File: config.mk
export PLATFORM = sky130hd
export DESIGN_NAME = pc_sequencer
export DESIGN_NICKNAME = d
export VERILOG_FILES = /design/src/rtl/pc_sequencer.sv
export SDC_FILE = /design/constraint.sdc
export NUM_CORES = 1
export LEC_CHECK = 0
export CELL_PAD_IN_SITES_DETAIL_PLACEMENT = 1
export CELL_PAD_IN_SITES_GLOBAL_PLACEMENT = 1
export CORE_MARGIN = 1.5
export CORE_UTILIZATION = 19
export DETAILED_ROUTE_END_ITERATION = 8
export GPL_ROUTABILITY_DRIVEN = 0
export GPL_TIMING_DRIVEN = 0
export HOLD_SLACK_MARGIN = 0.03
export PLACE_DENSITY_LB_ADDON = 0.2
export RECOVER_POWER = 25
export SETUP_SLACK_MARGIN = 0.2
export SYNTH_ARGS = -nofsm -noshare
export SYNTH_HDL_FRONTEND = slang
export SYNTH_SLANG_ARGS = --single-unit
File: constraint.sdc
create_clock -name clk -period 3.75 [get_ports clk]
set_input_delay 1.125 -clock clk [delete_from_list [all_inputs] [get_ports clk]]
set_output_delay 1.125 -clock clk [all_outputs]
set_load 0.05 [all_outputs]
File: src/rtl/pc_sequencer.sv
// pc_sequencer: PC/IF-ID/ID-EX sequencing for load-use stalls, ID redirects and halt drain; PC_SEQ_PERF_CNT_EN adds stall/flush counters
module pc_sequencer #(
  parameter logic [31:0] RESET_PC     = 32'h0000_0000,
  parameter int          STALL_CYCLES = 1,
  parameter int          DRAIN_CYCLES = 3
) (
  input  logic        clk,
  input  logic        rst_n,
  input  logic [31:0] pc_cur,
  input  logic        id_load_use,
  input  logic        id_jump,
  input  logic [31:0] id_jump_target,
  input  logic        id_branch_taken,
  input  logic [31:0] id_branch_target,
  input  logic        halt_req,
  output logic [31:0] pc_next,
  output logic        pc_hold,
  output logic        ifid_hold,
  output logic        ifid_flush,
  output logic        idex_bubble,
  output logic        halted,
  output logic [15:0] stall_cnt,
  output logic [15:0] flush_cnt
);
  localparam logic [1:0] RUN = 2'd0, STALL = 2'd1, DRAIN = 2'd2, HALTED = 2'd3;
  localparam logic [3:0] STALL_INIT = 4'(STALL_CYCLES - 2);
  localparam logic [3:0] DRAIN_INIT = 4'(DRAIN_CYCLES - 1);
  logic [1:0] state_q, state_d;
  logic [3:0] cnt_q, cnt_d;
  logic       stall_o, halt_o, redir, drain;
  assign stall_o = (state_q == RUN && id_load_use) || state_q == STALL;
  assign halt_o  = state_q == RUN && !id_load_use && halt_req;
  assign redir   = state_q == RUN && !id_load_use && !halt_req && (id_jump || id_branch_taken);
  assign drain   = halt_o || state_q == DRAIN || state_q == HALTED;
  // reset forces the PC to RESET_PC and keeps the front of the pipe empty
  assign pc_next     = !rst_n ? RESET_PC :
                       (stall_o || drain) ? pc_cur :
                       redir ? (id_jump ? id_jump_target : id_branch_target) :
                       pc_cur + 32'd4;
  assign pc_hold     = rst_n && (stall_o || drain);
  assign ifid_hold   = rst_n && stall_o;
  assign ifid_flush  = !rst_n || drain || redir;
  assign idex_bubble = !rst_n || stall_o || drain;
  assign halted      = rst_n && state_q == HALTED;
  always_comb begin
    state_d = state_q;
    cnt_d   = cnt_q == 4'd0 ? 4'd0 : cnt_q - 4'd1;
    case (state_q)
      RUN: begin
        state_d = id_load_use ? (STALL_CYCLES > 1 ? STALL : RUN) : halt_req ? DRAIN : RUN;
        cnt_d   = id_load_use ? STALL_INIT : halt_req ? DRAIN_INIT : cnt_q;
      end
      STALL:   state_d = cnt_q == 4'd0 ? RUN : STALL;
      DRAIN:   state_d = cnt_q == 4'd0 ? HALTED : DRAIN;
      default: state_d = HALTED;
    endcase
  end
  always_ff @(posedge clk or negedge rst_n) begin
    if (!rst_n) begin
      state_q <= RUN;
      cnt_q   <= 4'd0;
    end else begin
      state_q <= state_d;
      cnt_q   <= cnt_d;
    end
  end
`ifdef PC_SEQ_PERF_CNT_EN
  logic [15:0] stall_q, stall_d, flush_q, flush_d;
  always_comb begin
    stall_d = (stall_o && stall_q != 16'hFFFF) ? stall_q + 16'd1 : stall_q;
    flush_d = (redir && flush_q != 16'hFFFF) ? flush_q + 16'd1 : flush_q;
  end
  always_ff @(posedge clk or negedge rst_n) begin
    if (!rst_n) begin
      stall_q <= 16'h0000;
      flush_q <= 16'h0000;
    end else begin
      stall_q <= stall_d;
      flush_q <= flush_d;
    end
  end
  assign stall_cnt = stall_q;
  assign flush_cnt = flush_q;
`else
  assign stall_cnt = 16'h0000;
  assign flush_cnt = 16'h0000;
`endif
endmodule

==> out/metrics.csv, run 1 <==
metric;value;unit
grt-ovfl-total;0;
power.static_leakage;0.00224;uW
ios;171;
status;finished with violations;
totalWireLength;14000;um
postCtsHoldBufs;0;
dp_slack;-1830;ps
count_of_pins_over_their_slew_limit;0;
cpMaxStageDelayCell;or4_4;
setup_ws;-296;ps
cts_inserted_buffers;3;
setup.worst_path.start_class;input port;
final_setup_tns;-2460;ps
wl_per_cell;19.8;um
path_cells;buf_8, ha_4, nand3_4, or4_4, or4_4, a221oi_2, a31o_4, buf_8;
design.final.nets;672;
track_usage;22.6;%
die-height;110;um
critical-path-max-stage-delay;540;ps
detailedRoute.firstPassIterationCount;4;
final_period_minus_worst_setup_slack;4050;ps
multi_input_area;2630;um2
hold_violations;0;
final-seq-area;150;um2
die_area;12000;um2
cts_root_buffer;clkbuf_16;
end_kind;output port;
pin_count_of_the_biggest_net_entering_global_routing;11;
synth_top_area_cell;buf_4;
design.core.area;11000;um2
vias_per_cell;5.12;
cts_sinks;6;
maxClockFrequency;247;MHz
drt_drc_violations_left;0;
holdCritStartpoint;cnt_q[3];
min-delay-path-class;flip-flop to flip-flop;
yosysWarnings;0;
irDropWorstVdd;0.000222;V
synth_seq_cells;6;
h-tree-depth;1;
path_clk_slew;30;ps
setup_viol;17;
critPathArrivalTime;2920;ps
antenna_found_initial;0;
unrepaired_setup_endpoints_after_global_routing;yes;
final_layout_size_suffix_gt1_share;50.8;%
slew_headroom;64.9;%
synth-main-ff-cell;dfrtp_1;
drv.max_cap_violation_count;0;
r2r_start;state_q[1];
i_o_buffers;134;
site_row_count;38;
clock_skew;0.520;ps
violations;setup timing;
timing.critical_path.from;pc_cur[3];
postSynthCellCount;341;
synthDominantCellAreaShare;11.1;%
pwr_density_cell;164;nW/um2
nFillCells;1260;
synth.cell_area;2160;um2
die-width;110;um
fin_crit_sh;108;%
post-synth-top-count-cell;buf_4;
vias;3620;
worst-path-buf-inv;2;
tritoncts;built;
worst-endpoint-required;2620;ps
place.detailed.hpwl;9740;um
worstMarginPinSlew;526;ps
max-clock-path-buffers;2;
syn-mean-instance-area;6.34;um2
synth.top_cells.by_area;buf_4 (11%), dfrtp_1 (6.9%), a21oi_1 (5.6%), o21ai_0 (5.6%), nor2_1 (4.9%);
later_pin_clock_latency_in_the_skew_report;230;ps
yosysUniqueCellTypes;55;
drt_iter0_markers;142;
setup.reg_to_reg.worst_slack;1940;ps
critPathKind;input port to output port;
initial_utilization;19.7;%
cp_top_family;simple AND/OR/NAND/NOR gates;
grt_pass1_vias;3884;
synth_edf_count;0;
diodes;0;
synthTopCellsByCount;buf_4 (32), nor2_1 (28), nand2_1 (27);
design_power_total;923;uW
drt.antenna.violating_nets;0;
critical_path_peak_fanout;3;
syn_to_layout_area_delta;161;%
grt_first_pass_wirelength;20900;um
asyncSetResetFlopFracSynth;100;%
sequential_element_share_of_the_synthesized_area;6.95;%
-- where the power goes --
group          internal (uW)  total, uW  switching [uW]
sequential              73.4       90.6            17.2
clock                    137        175            38.3
combinational            290        657             367
total                    500        923             423
-- worst register-to-register path, cell delays in order, from the launching register on --
cell and delay (ps):
dfrtp_1 480, nor2_2 420, nand2_4 200, clkbuf_16 220
clkbuf_8 190, o21ai_0 110, nand2_1 80
-- cell usage in the layout, fill, tap and decap left out, types with 7 or more instances in the layout --
| cell type | instances |
|---|---|
| clkbuf_16 | 10 |
| nor2_4 | 9 |
| nor3_4 | 7 |
| clkdlybuf4s50_1 | 71 |
| clkbuf_8 | 7 |
| a21oi_1 | 14 |
| nor2_1 | 14 |
| nand2_1 | 23 |
| conb_1 | 32 |
| buf_8 | 18 |
| buf_4 | 80 |
| o211ai_1 | 9 |
| o21ai_0 | 14 |
| buf_6 | 51 |
| a22oi_1 | 8 |
| nand4_1 | 7 |
-- area by class of cell --
class	count	share of cell area, %
clock buffer	3	1.33
multi-input combinational	299	46.6
sequential	6	2.66
inverter	7	0.533
tap	140	3.11
timing repair buffer	193	34.3
buffer	59	11.4
-- worst paths after layout --
| check | cells past startpoint | endpoint |
|---|---|---|
| worst max-delay path | 8 | pc_next[24] |
| worst min-delay path | 1 | cnt_q[3] |
| worst max register to register | 6 | cnt_q[1] |
| worst min register to register | 1 | cnt_q[3] |
| max in group asynchronous | 1 | state_q[1] |
| min in group asynchronous | 1 | cnt_q[1] |
-- logic make-up (layout without fill, tap and decap cells) --
kind of cell,after synthesis,in the layout,share of synthesized area (%)
xor gates and xnor gates,1,1,0.405
adders and majority gates,1,1,0.579
and+or+nand+nor,133,133,31.4
muxes,8,8,3.76
other,1,32,0.174
AOI/OAI and AO/OA,124,124,39.4
DFF,6,6,6.95
buffers and inverters,67,262,17.3
-- routing by layer --
layer  track usage [%]  up-vias  share of wire (%)
met5                 0        -                  0
met4              4.92        0                1.1
met3              2.67       14                5.6
met2              40.6      129                 52
met1              28.7     1764                 42
li1                  -     1713                  -
-- stage by stage --
step                util (%)  area [um2]  std cells  hold slack (ps)
floorplan                  -        2730        372              505
global placement        38.6        4240        646              547
detailed placement      38.6        4240        646              559
CTS                     47.6        5230        689              569
global route            51.3        5640        707              579
finish                  51.3        5640        707              568
-- timing repair --
item,in CTS,in global routing
setup endpoints to repair,37,33
buffers inserted,39,19
gates resized for setup,496,86
pin swaps,42,38
cloned,1,0
Power figures use the tool's default switching activity.
==> inputs of run 2 (changes only) <==
Settings changed: RECOVER_POWER 25 to not set.
==> run 2 against run 1 <==
  * The flow still finishes with violations (setup timing)
  * Sequential power hardly changed
  * Maximum frequency about the same
  * Combinational power is essentially flat
==> out/metrics.csv, run 2 (synthesized netlist as in run 1, its figures left out) <==
metric;value;unit;change
status;finished with violations;;
violations;setup timing;;
setup_viol;15;;-2
vias;3621;;+0.028%
max-clock-path-buffers;2;;unchanged
grt_first_pass_wirelength;20900;um;unchanged
final_period_minus_worst_setup_slack;4040;ps;-0.799 ps
setup_ws;-295;ps;+0.799 ps
later_pin_clock_latency_in_the_skew_report;230;ps;about the same
count_of_pins_over_their_slew_limit;0;;unchanged
final_area;5660;um2;+0.42%
track_usage;22.6;%;unchanged
vias_per_cell;5.12;;about the same
design.final.nets;672;;unchanged
path_clk_slew;30;ps;about the same
detailedRoute.firstPassIterationCount;4;;unchanged
nFillCells;1257;;-0.24%
power.static_leakage;0.00225;uW;+0.58%
pwr_density_cell;164;nW/um2;about the same
timing.critical_path.from;pc_cur[3];;
tritoncts;built;;
critPathArrivalTime;2920;ps;about the same
final_common_cell;buf_4;;
end_kind;output port;;
totalWireLength;14000;um;about the same
pin_count_of_the_biggest_net_entering_global_routing;11;;unchanged
drt_iter0_markers;142;;unchanged
i_o_buffers;134;;unchanged
maxClockFrequency;247;MHz;about the same
unrepaired_setup_endpoints_after_global_routing;yes;;
cts_sinks;6;;unchanged
r2r_start;state_q[1];;
mostFrequentLayoutCells;buf_4 (80), clkdlybuf4s50_1 (71), buf_6 (52);;
setup.worst_path.start_class;input port;;
die-height;110;um;unchanged
ios;171;;unchanged
min-delay-path-class;flip-flop to flip-flop;;
initial_utilization;19.7;%;unchanged
diodes;0;;unchanged
clock_skew;0.174;ps;-0.346 ps
drt.antenna.violating_nets;0;;unchanged
logic_depth_of_the_worst_register_to_register_path;6;;unchanged
site_row_count;38;;unchanged
grt-ovfl-total;0;;unchanged
design.core.area;11000;um2;unchanged
post-route-util;51.6;%;+0.22 points
worstMarginPinSlew;526;ps;unchanged
drv.max_cap_violation_count;0;;unchanged
critical_path_peak_fanout;3;;unchanged
post-place-cells;646;;unchanged
worst_setup_path_endpoint;pc_next[24];;
critPathKind;input port to output port;;
worst_r2r_endpoint;cnt_q[1];;
cts_inserted_buffers;3;;unchanged
drt_drc_violations_left;0;;unchanged
die-width;110;um;unchanged
antenna_found_initial;0;;unchanged
hold_violations;0;;unchanged
final_layout_size_suffix_gt1_share;51.1;%;+0.35 points
wl_per_cell;19.8;um;about the same
die_area;12000;um2;unchanged
holdCritStartpoint;cnt_q[3];;
irDropWorstVdd;0.000222;V;about the same
syn_to_layout_area_delta;162;%;
setup.reg_to_reg.worst_slack;1940;ps;about the same
slew_headroom;64.9;%;unchanged
h-tree-depth;1;;unchanged
final_setup_tns;-2230;ps;+231 ps
place_area;4240;um2;unchanged
worst-endpoint-required;2620;ps;about the same
cts_root_buffer;clkbuf_16;;
grt_pass1_vias;3884;;unchanged
design_power_total;926;uW;+0.34%
final-seq-area;150;um2;unchanged
multi_input_area;2630;um2;unchanged
post_layout_nonfiller_instances;707;;unchanged
place.detailed.hpwl;9740;um;unchanged
fin_crit_sh;108;%;about the same
[run 2: cell count changes in the layout (fill, tap and decap cells not counted)]
cell,delta
buf_6,+1
buf_12,+1
clkbuf_1,-2
[run 2: layer usage]
layer  wire length [um]  global-route usage [%]  share of wire, %  vias to the layer above
li1                   -                       -                 -                     1713
met2               7210                    40.6                52                      129
met5                  0                       0                 0                        -
met3                786                    2.67               5.6                       14
met4                148                    4.92               1.1                        0
met1               5840                    28.7                42                     1765
[run 2: power breakdown]
group          internal, uW  switching [uW]
Sequential             73.4            17.2
Clock                   137            38.7
Combinational           293             367
[run 2: through the flow]
step	hold WS [ps]	setup slack, ps
floorplan	505	-255
global placement	547	-1830
detailed placement	559	-1830
CTS	569	-287
global route	579	-316
finish	568	-295
[run 2: worst min path at each step]
stage / end / slack, ps / cells past startpoint
global placement: cnt_q[3] / 550 / 1
finish: cnt_q[3] / 570 / 1
floorplan: cnt_q[3] / 510 / 1
CTS: cnt_q[3] / 570 / 1
global route: cnt_q[3] / 580 / 1
detailed placement: cnt_q[3] / 560 / 1
[run 2: final cells by class]
cell class              count  share of cell area, %
multi-input cells         299                   46.4
repair buffers            193                   34.6
plain buffers              59                   11.4
well taps                 140                   3.09
flip-flops and latches      6                   2.65
clock buffers               3                   1.33
inverters                   7                  0.530
[run 2: repair_timing]
action,CTS,global route
resized for setup,496,86
buffers inserted,39,19
gates cloned,1,0
hold buffers,0,0
pin swaps,42,38
endpoints found under the setup margin,37,33
[run 2: critical path, stage by stage]
cell,delay (ps)
buf_8,80
ha_4,140
nand3_4,70
or4_4,540
or4_4,430
a221oi_2,250
a31o_4,140
buf_8,140
